**src/rtl/stack_unit.sv**
```systemverilog
// -----------------------------------------------------------------------------
// stack_unit
//
// Hardware LIFO that services the push/pop strobes from the opcode decoder.
// Storage is registered. The top-of-stack read is combinational, so a pop
// can write topdata back to the register file in the same cycle that the pop
// is asserted.
//
// Parameters:
//   DATA_WIDTH  width of each stack entry
//   DEPTH       number of entries (power of two, >= 2)
//   PTR_WIDTH   pointer width, $clog2(DEPTH); count is PTR_WIDTH+1 bits wide
//
// Ports:
//   clk        system clock, rising edge
//   rst        asynchronous active-high reset
//   push       push strobe
//   pop        pop strobe
//   pushdata   value to push (or replacement value on push+pop)
//   topdata    current top entry, 0 when empty
//   count      number of valid entries, 0..DEPTH
//   empty      count == 0
//   full       count == DEPTH
//   overflow   sticky: push attempted while full (push alone)
//   underflow  sticky: pop attempted while empty
//
// Optional feature (macro STACK_PEEK_EN):
//   peekidx    input, depth below the top to inspect (0 = top)
//   peekdata   output, mem[count-1-peekidx] when peekidx < count, else 0
// -----------------------------------------------------------------------------
module stack_unit #(
  parameter int DATA_WIDTH = 16,
  parameter int DEPTH      = 8,
  parameter int PTR_WIDTH  = $clog2(DEPTH)
) (
  input  logic                  clk,
  input  logic                  rst,
  input  logic                  push,
  input  logic                  pop,
  input  logic [DATA_WIDTH-1:0] pushdata,
`ifdef STACK_PEEK_EN
  input  logic [PTR_WIDTH-1:0]  peekidx,
  output logic [DATA_WIDTH-1:0] peekdata,
`endif
  output logic [DATA_WIDTH-1:0] topdata,
  output logic [PTR_WIDTH:0]    count,
  output logic                  empty,
  output logic                  full,
  output logic                  overflow,
  output logic                  underflow
);

  localparam logic [PTR_WIDTH:0] C_ONE   = (PTR_WIDTH+1)'(1);
  localparam logic [PTR_WIDTH:0] C_DEPTH = (PTR_WIDTH+1)'(DEPTH);

  logic [DATA_WIDTH-1:0] r_mem [DEPTH];
  logic [PTR_WIDTH:0]    r_count;
  logic                  r_overflow;
  logic                  r_underflow;

  logic                  w_empty;
  logic                  w_full;
  logic [PTR_WIDTH-1:0]  w_top_idx;
  logic                  w_mem_we;
  logic [PTR_WIDTH-1:0]  w_mem_waddr;
  logic [PTR_WIDTH:0]    w_count_nxt;
  logic                  w_set_overflow;
  logic                  w_set_underflow;

  assign w_empty   = (r_count == '0);
  assign w_full    = (r_count == C_DEPTH);
  // Only meaningful when not empty; the empty case is masked on the outputs.
  assign w_top_idx = PTR_WIDTH'(r_count - C_ONE);

  // Next-state decode for pointer, flags and storage write.
  // NOTE: every signal assigned in always_comb gets a default first, so no
  // path leaves it unassigned and no latch is inferred.
  always_comb begin
    w_count_nxt     = r_count;
    w_mem_we        = 1'b0;
    w_mem_waddr     = PTR_WIDTH'(r_count);
    w_set_overflow  = 1'b0;
    w_set_underflow = 1'b0;

    unique case ({push, pop})
      2'b10: begin
        if (w_full) begin
          w_set_overflow = 1'b1;
        end else begin
          w_mem_we    = 1'b1;
          w_count_nxt = r_count + C_ONE;
        end
      end
      2'b01: begin
        if (w_empty) begin
          w_set_underflow = 1'b1;
        end else begin
          w_count_nxt = r_count - C_ONE;
        end
      end
      2'b11: begin
        // Replace the top in place; on an empty stack this degrades to a
        // push into slot 0 and still records the failed pop.
        w_mem_we = 1'b1;
        if (w_empty) begin
          w_count_nxt     = C_ONE;
          w_set_underflow = 1'b1;
        end else begin
          w_mem_waddr = w_top_idx;
        end
      end
      default: ;
    endcase
  end

  // NOTE: sequential state uses non-blocking assignments so every register
  // samples the pre-edge values, independent of block ordering.
  always_ff @(posedge clk or posedge rst) begin
    if (rst) begin
      r_count     <= '0;
      r_overflow  <= 1'b0;
      r_underflow <= 1'b0;
    end else begin
      r_count     <= w_count_nxt;
      r_overflow  <= r_overflow  | w_set_overflow;
      r_underflow <= r_underflow | w_set_underflow;
    end
  end

  // NOTE: the storage array is deliberately not reset. Entries at or above
  // count are never visible, so resetting the array would only add reset
  // fan-out. The write is gated by rst so strobes during reset are dropped.
  always_ff @(posedge clk) begin
    if (w_mem_we && !rst) begin
      r_mem[w_mem_waddr] <= pushdata;
    end
  end

  assign topdata   = w_empty ? '0 : r_mem[w_top_idx];
  assign count     = r_count;
  assign empty     = w_empty;
  assign full      = w_full;
  assign overflow  = r_overflow;
  assign underflow = r_underflow;

`ifdef STACK_PEEK_EN
  logic [PTR_WIDTH:0]   w_peek_ext;
  logic [PTR_WIDTH-1:0] w_peek_addr;

  assign w_peek_ext  = {1'b0, peekidx};
  assign w_peek_addr = PTR_WIDTH'(r_count - C_ONE - w_peek_ext);
  assign peekdata    = (w_peek_ext < r_count) ? r_mem[w_peek_addr] : '0;
`endif

endmodule
```
**config.mk**
```make
export PLATFORM = sky130hd
export DESIGN_NAME = stack_unit
export DESIGN_NICKNAME = d
export VERILOG_FILES = /design/src/rtl/stack_unit.sv
export SDC_FILE = /design/constraint.sdc
export NUM_CORES = 1
export LEC_CHECK = 0
export CORE_ASPECT_RATIO = 0.9
export CORE_MARGIN = 1.5
export CORE_UTILIZATION = 40
export CTS_CLUSTER_SIZE = 8
export DETAILED_ROUTE_END_ITERATION = 10
export DONT_BUFFER_PORTS = 1
export MAX_ROUTING_LAYER = met4
export SLEW_MARGIN = 20
export SYNTH_ARGS = -nofsm -noshare
export SYNTH_HDL_FRONTEND = slang
export SYNTH_SLANG_ARGS = --single-unit
```
**constraint.sdc**
```tcl
create_clock -name clk -period 5.6 [get_ports clk]
set_input_delay 1.4 -clock clk [delete_from_list [all_inputs] [get_ports clk]]
set_output_delay 1.4 -clock clk [all_outputs]
set_load 0.01 [all_outputs]
```
==> run metrics, run 1 <==
EDFF count, synth between 100 and 150; Final Hold Fails 0; number of max-cap violations 0; IO buf count 0; Synth Cell Area 5590 sq um; area grow syn2layout 14.1%; largest net degree at the start of global routing 47; Max VDD drop 0.322 mV; Max Fclk 234 MHz; CP arrival 2.87 ns; Final period util 76.3%; min cycle time layout approximately 4.3 ns; Placer Congestion 0.765; Iter 0 DRT Violations roughly 300; fraction of registers with async set/reset approximately 4.5%; post-CTS resize count 0; hold slack approximately 0.53 ns; post-layout util between 40% and 50%; worst setup margin around 1.3 ns; Core Area 13500 sq um; Post-Route WL between 10000 and 15000 um; Avg Cell Area, Syn 18.0 sq um; layout cell share with drive strength beyond 1 25.5%; CTS max path bufs 2; GR Overflow Total 0; initial antenna violation count 0; Yosys top cell by area edfxtp_1; clock skew between 0.01 and 0.015 ns; via count 2775; CP Launch Type flop; Final TNS setup 0 ns; Cells after Synth about 310; die area 14700 sq um; count leader, synth edfxtp_1; Yosys reg bits approximately 130; Crit Path Class reg2out; number of global-route vias before repair 2855; Initial Utilization 41.4%; total track usage 16.7%; Post-CTS Setup Bufs 0; Die W 128 um; first-pass GRT wire length 16900 um; Critical Path Sink Type output port; HP Class reg2reg; Worst-Skew Late Latency ~0.4 ns; Synth top area share 68.7%; DP Worst Slack 1.66 ns; DP HPWL 6560 um; Ys Warns 0; vias per inst 5.54; Leak 2.07 nW; hold buffers post-CTS 0; CP Data Required Time between 4 and 5 ns; hold-critical path depth 1; WL per Instance around 22 um; most instantiated cells after synthesis edfxtp_1 (128), nand2_1 (36), mux4_2 (32), a21oi_1 (19), nor2_1 (12); ys flop type edfxtp_1; pwr dens 581 nW/um^2; Final ANT Viol Nets 0; clk slew on worst S/H paths 0.06 ns; Worst slew margin 30.7%; Netlist cell types 47; max-slew violations 0; Slew @ Worst Pin 1.03 ns; status complete, no violations; drt pass-1 iters 4; Die H 115 um; final net count 342; RSZ-0062 raised after global routing no; CTS Buf Count 17; DR DRC count 0; sequential area share after synthesis 71.4%; Synth area leaders edfxtp_1 (69%), mux4_2 (13%), dfrtp_1 (2.7%); std cell rows 40; R2R cell count 8; CTS tree yes; CTS sink cnt about 130; IO Pins 44; CTS Root Cell clkbuf_16; syn nets 333; Setup violations, final 0; Worst Path Max Fanout 16; ant diodes 0; H-tree depth 4
==> path summary, 6_finish.rpt <==
path,startpoint,to,slack [ns]
setup / recovery,count[1]$_DFFE_PP0P_,topdata[14],1.33
hold / removal,underflow$_DFF_PP0_,underflow$_DFF_PP0_,0.53
max in group asynchronous,rst,count[0]$_DFFE_PP0P_,4.58
hold reg to reg,underflow$_DFF_PP0_,underflow$_DFF_PP0_,0.53
min in group asynchronous,rst,count[3]$_DFFE_PP0P_,0.80
setup reg to reg,count[1]$_DFFE_PP0P_,r_mem[3][4]$_DFFE_PP_,1.66
==> sequential cells by signal, summed over array words and instances, names as in the netlist <==
| register | cells |
|---|---|
| count | 4 |
| overflow | 1 |
| r_mem | 128 |
| underflow | 1 |
==> layout make-up <==
| type | count | area, sq um |
|---|---|---|
| Inverter | 5 | 18.8 |
| Clock buffer | 18 | 429 |
| Sequential cell | 134 | 4000 |
| Timing Repair Buffer | 11 | 82.6 |
| Multi-Input combinational cell | 151 | 1420 |
| Clock inverter | 14 | 223 |
| Tap cell | 168 | 210 |
| Fill cell | 1151 | 7130 |
==> per-stage QoR <==
stage / instance area, sq um / instances / power, mW
finish: 6380 / 501 / 3.71
global route: 6380 / 501 / 3.91
CTS: 6380 / 501 / 3.76
detailed placement: 5730 / 469 / 2.55
global placement: 5730 / 469 / 2.53
floorplan: 5590 / 311 / 2.31
==> worst max-delay path, stage by stage, from the launching register on <==
cell and delay [ns]:
dfrtp_1 0.57, inv_1 0.18, ha_1 0.36, xnor2_2 0.85
nand2_1 0.12, a21oi_1 0.37
==> power breakdown <==
| part | internal, mW | switching [mW] | total (mW) | leakage, nW |
|---|---|---|---|---|
| sequential | 1.20 | 0.0722 | 1.27 | 1.23 |
| clock | 0.796 | 0.418 | 1.21 | 0.312 |
| combinational | 0.484 | 0.740 | 1.22 | 0.533 |
==> routing by layer <==
metal / share of wire [%] / up-vias / track usage [%]
met1: 44 / 1453 / 21.0
met3: 5.8 / 7 / 5.82
met5: 0 / - / -
li1: - / 1254 / -
met2: 49 / 61 / 25.7
met4: 1.0 / 0 / 5.39
==> layout by cell type, fill, tap and decap left out, types with 4 or more instances in the layout <==
master,instances
a21oi_1,19
a31oi_1,5
buf_4,11
bufinv_16,5
clkbuf_16,17
dfrtp_1,5
edfxtp_1,128
inv_1,4
inv_6,4
mux4_2,32
nand2_1,36
nand2b_1,4
nand3_1,4
nor2_1,12
nor4_1,4
==> logic make-up (layout without fill, tap and decap cells) <==
group	count (synthesis)	after routing	share of synthesized area (%)
xor+xnor	3	3	0.738
flops	134	134	71.4
compound gates	39	39	4.34
fa+ha+maj	3	3	0.649
mux	34	34	13.3
simple gates	72	72	6.44
buf+inv	26	48	3.18
Power figures use the tool's default switching activity.
==> run 2, diff against run 1 <==
clock period = 4.24 ns   (was 5.6 ns; I/O delays follow)
==> run metrics, run 2 (synthesis gave the netlist of run 1 again) <==
CP Launch Type flop; std cell rows 40 (unchanged); Die W 128 um (unchanged); RR Endpoint r_mem[6][6]$_DFFE_PP_; first-pass GRT wire length 17000 um (+0.57%); clk slew on worst S/H paths 0.06 ns (about the same); post-CTS resize count 0 (unchanged); Most common cell on crit path buf_4; Final period util about 92%; family with the most delay on the worst path buffers and inverters; Max Fclk 255 MHz; placed instance count 478 (+1.9%); hold buffers post-CTS 0 (unchanged); Setup violations, final 0 (unchanged); Placer Congestion 0.771 (+0.72%); Worst Path Max Fanout 15 (-1); Iter 0 DRT Violations 247 (-17%); initial antenna violation count 0 (unchanged); final net count 351 (+2.6%); H-tree depth 4 (unchanged); area grow syn2layout 15.6%; clock skew 0.00549 ns (-0.00517 ns); Final Hold Fails 0 (unchanged); Die H 115 um (unchanged); total power draw 5.00 mW (+35%); drt pass-1 iters 4 (unchanged); ant diodes 0 (unchanged); CTS Buf Count 17 (unchanged); Critical R2R Launch count[1]$_DFFE_PP0P_; total track usage 16.6% (-0.13 points); CP Data Required Time 3.18 ns (-1.02 ns); IO Pins 44 (unchanged); Crit Path Class reg2out; Worst slew margin 45.0% (+14 points); Post-CTS Setup Bufs 0 (unchanged); CP arrival 2.86 ns (about the same); WL per Instance 21.5 um (-0.88%); Fillers 1127 (-2.1%); Final TNS setup 0 ns (unchanged); CTS sink cnt 134 (unchanged); Worst-Skew Late Latency 0.41 ns (about the same); Post-Route WL 10900 um (+0.90%); Final ANT Viol Nets 0 (unchanged); CTS tree yes; post-route insts no fill 510 (+1.8%); max FFs per register 128 (unchanged); largest net degree at the start of global routing 47 (unchanged); Max VDD drop 0.433 mV (+34%); most common cell after layout, fill and taps aside edfxtp_1; number of global-route vias before repair 2910 (+1.9%); IO buf count 0 (unchanged); layout cell share with drive strength beyond 1 27.2% (+1.7 points); die area 14700 sq um (unchanged); R2R cell count 7 (-1); commonest non-fill, non-tap cells in the layout edfxtp_1 (128), nand2_1 (36), mux4_2 (32); number of max-cap violations 0 (unchanged); pwr dens 773 nW/um^2 (+33%); HP Class in2async; max-slew violations 0 (unchanged); Worst path slowest cell nor3b_4; CTS max path bufs 2 (unchanged); Slew @ Worst Pin 0.825 ns (-0.210 ns); hold slack 0.453 ns (-0.0808 ns); DR DRC count 0 (unchanged); slowest stage delay, CP 0.67 ns (-0.18 ns); vias per inst 5.51 (-0.45%); crit path cell chain inv_1, ha_1, nor3b_4, buf_4, a21oi_1, buf_4; Leak 2.12 nW (+2.4%); DP HPWL 6890 um (+5.1%); Initial Utilization 41.4% (unchanged); status complete, no violations; via count 2812 (+1.3%); Worst Path Buf+Inv 3 (+2); r2r setup slk 0.83 ns (-0.83 ns); GR Overflow Total 0 (unchanged); largest reg by FF count r_mem; CTS Root Cell clkbuf_16; Core Area 13500 sq um (unchanged); Critical Path Sink Type output port; RSZ-0062 raised after global routing no; min cycle time layout 3.92 ns
## run 2: layer usage
layer	vias up	share of wire (%)	wire (um)	track usage (%)
li1	1271	-	-	-
met5	-	0	0	-
met2	71	46	5060	23.5
met4	0	1.8	202	7.42
met3	17	6.0	660	5.30
met1	1453	46	5030	22.1
## run 2: cell type report
| class | instances | area, sq um | area share, % |
|---|---|---|---|
| multi-input combinational | 151 | 1420 | 22.0 |
| clock buffer | 17 | 425 | 6.58 |
| sequential | 134 | 4000 | 61.8 |
| timing repair buffer | 20 | 163 | 2.51 |
| clock inverter | 15 | 234 | 3.62 |
| inverter | 5 | 18.8 | 0.290 |
| tap | 168 | 210 | 3.25 |
## run 2: worst max path at each step
stage | endpoint | slack (ns) | depth (start not counted) | start
4_1_cts | topdata[6] | 0.27 | 6 | count[1]$_DFFE_PP0P_
3_5_place_dp | topdata[6] | 0.71 | 6 | count[1]$_DFFE_PP0P_
3_3_place_gp | topdata[7] | 0.84 | 6 | count[1]$_DFFE_PP0P_
2_1_floorplan | topdata[0] | 1.25 | 9 | count[0]$_DFFE_PP0P_
6_report | topdata[10] | 0.32 | 6 | count[1]$_DFFE_PP0P_
5_1_grt | topdata[6] | 0.12 | 6 | count[1]$_DFFE_PP0P_
## run 2: per-stage QoR
step,utilization [%],setup slack (ns),cell area [sq um]
global route,47.9,0.116,6470
CTS,47.9,0.268,6470
detailed placement,43.0,0.710,5810
floorplan,-,1.25,5590
finish,47.9,0.318,6470
global placement,43.0,0.843,5810
## run 2: power by group
part / switching [mW] / leakage [nW] / internal (mW)
logic: 0.993 / 0.581 / 0.703
registers: 0.0981 / 1.23 / 1.58
clock network: 0.529 / 0.314 / 1.09
==> run 3, diff against run 2 <==
CORE_UTILIZATION = 60   (was 40)
PLACE_DENSITY = 0.76   (was unset)
RECOVER_POWER = 100   (was unset)
==> run metrics, run 3 (synthesis gave the netlist of run 1 again) <==
worst setup margin 0.414 ns (+0.0962 ns); post-CTS resize count 0 (unchanged); Post-Route WL 10800 um (-1.6%); Critical Path Sink Type output port; Psw 1.64 mW (+1.0%); CTS Root Cell clkbuf_8; number of max-cap violations 0 (unchanged); part of the power in registers 35.2% (+1.6 points); multi-input logic area 1420 sq um (-0.26%); WL per Instance 23.3 um (+8.4%); slowest stage delay, CP 0.57 ns (-0.10 ns); CP arrival 2.77 ns (-0.09 ns); CTS tree yes; Fillers 566 (-50%); Max Fclk 261 MHz (+2.5%); via count 2882 (+2.5%); pwr dens 761 nW/um^2 (-1.5%); switching fraction of total power 34.2% (+1.8 points); ant diodes 0 (unchanged); max FFs per register 128 (unchanged); crit path cell chain inv_1, ha_1, nor3b_4, buf_4, a21oi_1; Die W 105 um (-18%); area grow syn2layout 12.3%; Comb pwr share 33.8% (about the same); Worst Path Max Fanout 13 (-2); largest net degree at the start of global routing 47 (unchanged); initial antenna violation count 0 (unchanged); Final period util 90.2% (-2.3 points); DR DRC count 0 (unchanged); Final ANT Viol Nets 0 (unchanged); layout cell share with drive strength beyond 1 23.2% (-4.0 points); Iter 0 DRT Violations 202 (-18%); Leak 2.04 nW (-4.0%); vias per inst 6.22 (+13%); H-tree depth 4 (unchanged); drt pass-1 iters 4 (unchanged); HP Class in2async; status complete, no violations; DP HPWL 6340 um (-8.0%); die area 9910 sq um (-33%); Int Pwr 3.14 mW (-7.0%); Worst path slowest cell nor3b_4; Setup violations, final 0 (unchanged); Seq. cell area 4000 sq um (unchanged); Final TNS setup 0 ns (unchanged); DP Worst Slack 0.944 ns (+0.234 ns); Post-CTS Setup Bufs 0 (unchanged); Final Hold Fails 0 (unchanged); Crit Path Class reg2out; Placer Congestion 0.789 (+2.4%); CP Launch Type flop; Slew @ Worst Pin 1.19 ns (+0.363 ns); clk slew on worst S/H paths 0.06 ns (about the same); IO Pins 44 (unchanged); min cycle time layout 3.83 ns (-0.0962 ns); clock share of power 31.0% (-1.5 points); CTS Buf Count 17 (unchanged); commonest non-fill, non-tap cells in the layout edfxtp_1 (128), nand2_1 (36), mux4_2 (32); RSZ-0062 raised after global routing no; first-pass GRT wire length 16500 um (-3.0%); max-slew violations 0 (unchanged); largest reg by FF count r_mem; CTS sink cnt 134 (unchanged); IO buf count 0 (unchanged); Worst slew margin 20.8% (-24 points); Core Area 9080 sq um (-33%); hold buffers post-CTS 0 (unchanged); Initial Utilization 61.6% (+20 points); most common cell after layout, fill and taps aside edfxtp_1; std cell rows 33 (-18%); final net count 350 (-0.28%); GR Overflow Total 0 (unchanged); number of global-route vias before repair 2868 (-1.4%); Worst-Skew Late Latency 0.51 ns (+0.10 ns); Die H 94.6 um (-18%); clock skew 0.00964 ns (+0.00415 ns); Max VDD drop 0.531 mV (+23%); CTS max path bufs 2 (unchanged); r2r setup slk 0.54 ns (-0.29 ns); total track usage 24.3% (+7.7 points); CP Data Required Time 3.18 ns (about the same)
[run 3: cell count changes in the layout (fill, tap and decap cells not counted), sizes merged]
| cell | previous run | this run |
|---|---|---|
| clkinvlp | 3 | 1 |
| inv | 5 | 11 |
| clkinv | 6 | 5 |
| buf | 20 | 5 |
| bufinv | 6 | 3 |
| clkbuf | 17 | 31 |
[run 3: worst paths after layout]
check,cells past startpoint,end,startpoint
max,5,topdata[9],count[1]$_DFFE_PP0P_
min,1,count[2]$_DFFE_PP0P_,rst
max reg2reg,7,r_mem[7][5]$_DFFE_PP_,count[1]$_DFFE_PP0P_
min reg2reg,1,underflow$_DFF_PP0_,underflow$_DFF_PP0_
max in group asynchronous,1,count[0]$_DFFE_PP0P_,rst
min in group clk,1,underflow$_DFF_PP0_,underflow$_DFF_PP0_
[run 3: final cells by class]
| type | count | share of cell area, % |
|---|---|---|
| Multi-Input combinational cell | 151 | 22.6 |
| Timing Repair Buffer | 19 | 1.45 |
| Sequential cell | 134 | 63.6 |
| Tap cell | 122 | 2.43 |
| Clock inverter | 15 | 3.01 |
| Clock buffer | 17 | 6.59 |
| Inverter | 5 | 0.299 |
[run 3: per-layer routing]
metal  vias up  track usage, %  share of wire, %
met5         -               -                 0
li1       1282               -                 -
met3        12            6.97               5.4
met2       119            37.4                50
met4         0            9.47               1.4
met1      1469            31.2                43
[run 3: worst max-delay path: cells and delay by family (launching register included)]
kind,cells,cell delay (ns)
flip-flops,1,0.53
buffers and inverters,2,0.57
AND/OR/NAND/NOR,1,0.57
adder cells (fa/ha/maj),1,0.44
AO/OA/AOI/OAI,1,0.13
[run 3: through the flow]
stage          hold slack, ns  instance area (sq um)  total power [mW]  instances  util [%]
6_report                0.344                   6280              4.78        463      69.1
5_1_grt                 0.344                   6280              5.00        463      69.1
4_1_cts                 0.333                   6330              4.83        463      69.7
3_5_place_dp            0.514                   5730              3.36        431      63.1
3_3_place_gp            0.517                   5730              3.34        431      63.1
2_1_floorplan           0.493                   5590              3.05        311         -
[run 3: power groups by stage]
| stage | logic (mW) | clock network, mW | registers, mW |
|---|---|---|---|
| 5_1_grt | 1.76 | 1.55 | 1.70 |
| 3_3_place_gp | 1.64 | 0 | 1.70 |
| 3_5_place_dp | 1.65 | 0 | 1.71 |
| 2_1_floorplan | 1.40 | 0 | 1.65 |
| 6_report | 1.62 | 1.48 | 1.68 |
| 4_1_cts | 1.66 | 1.49 | 1.68 |
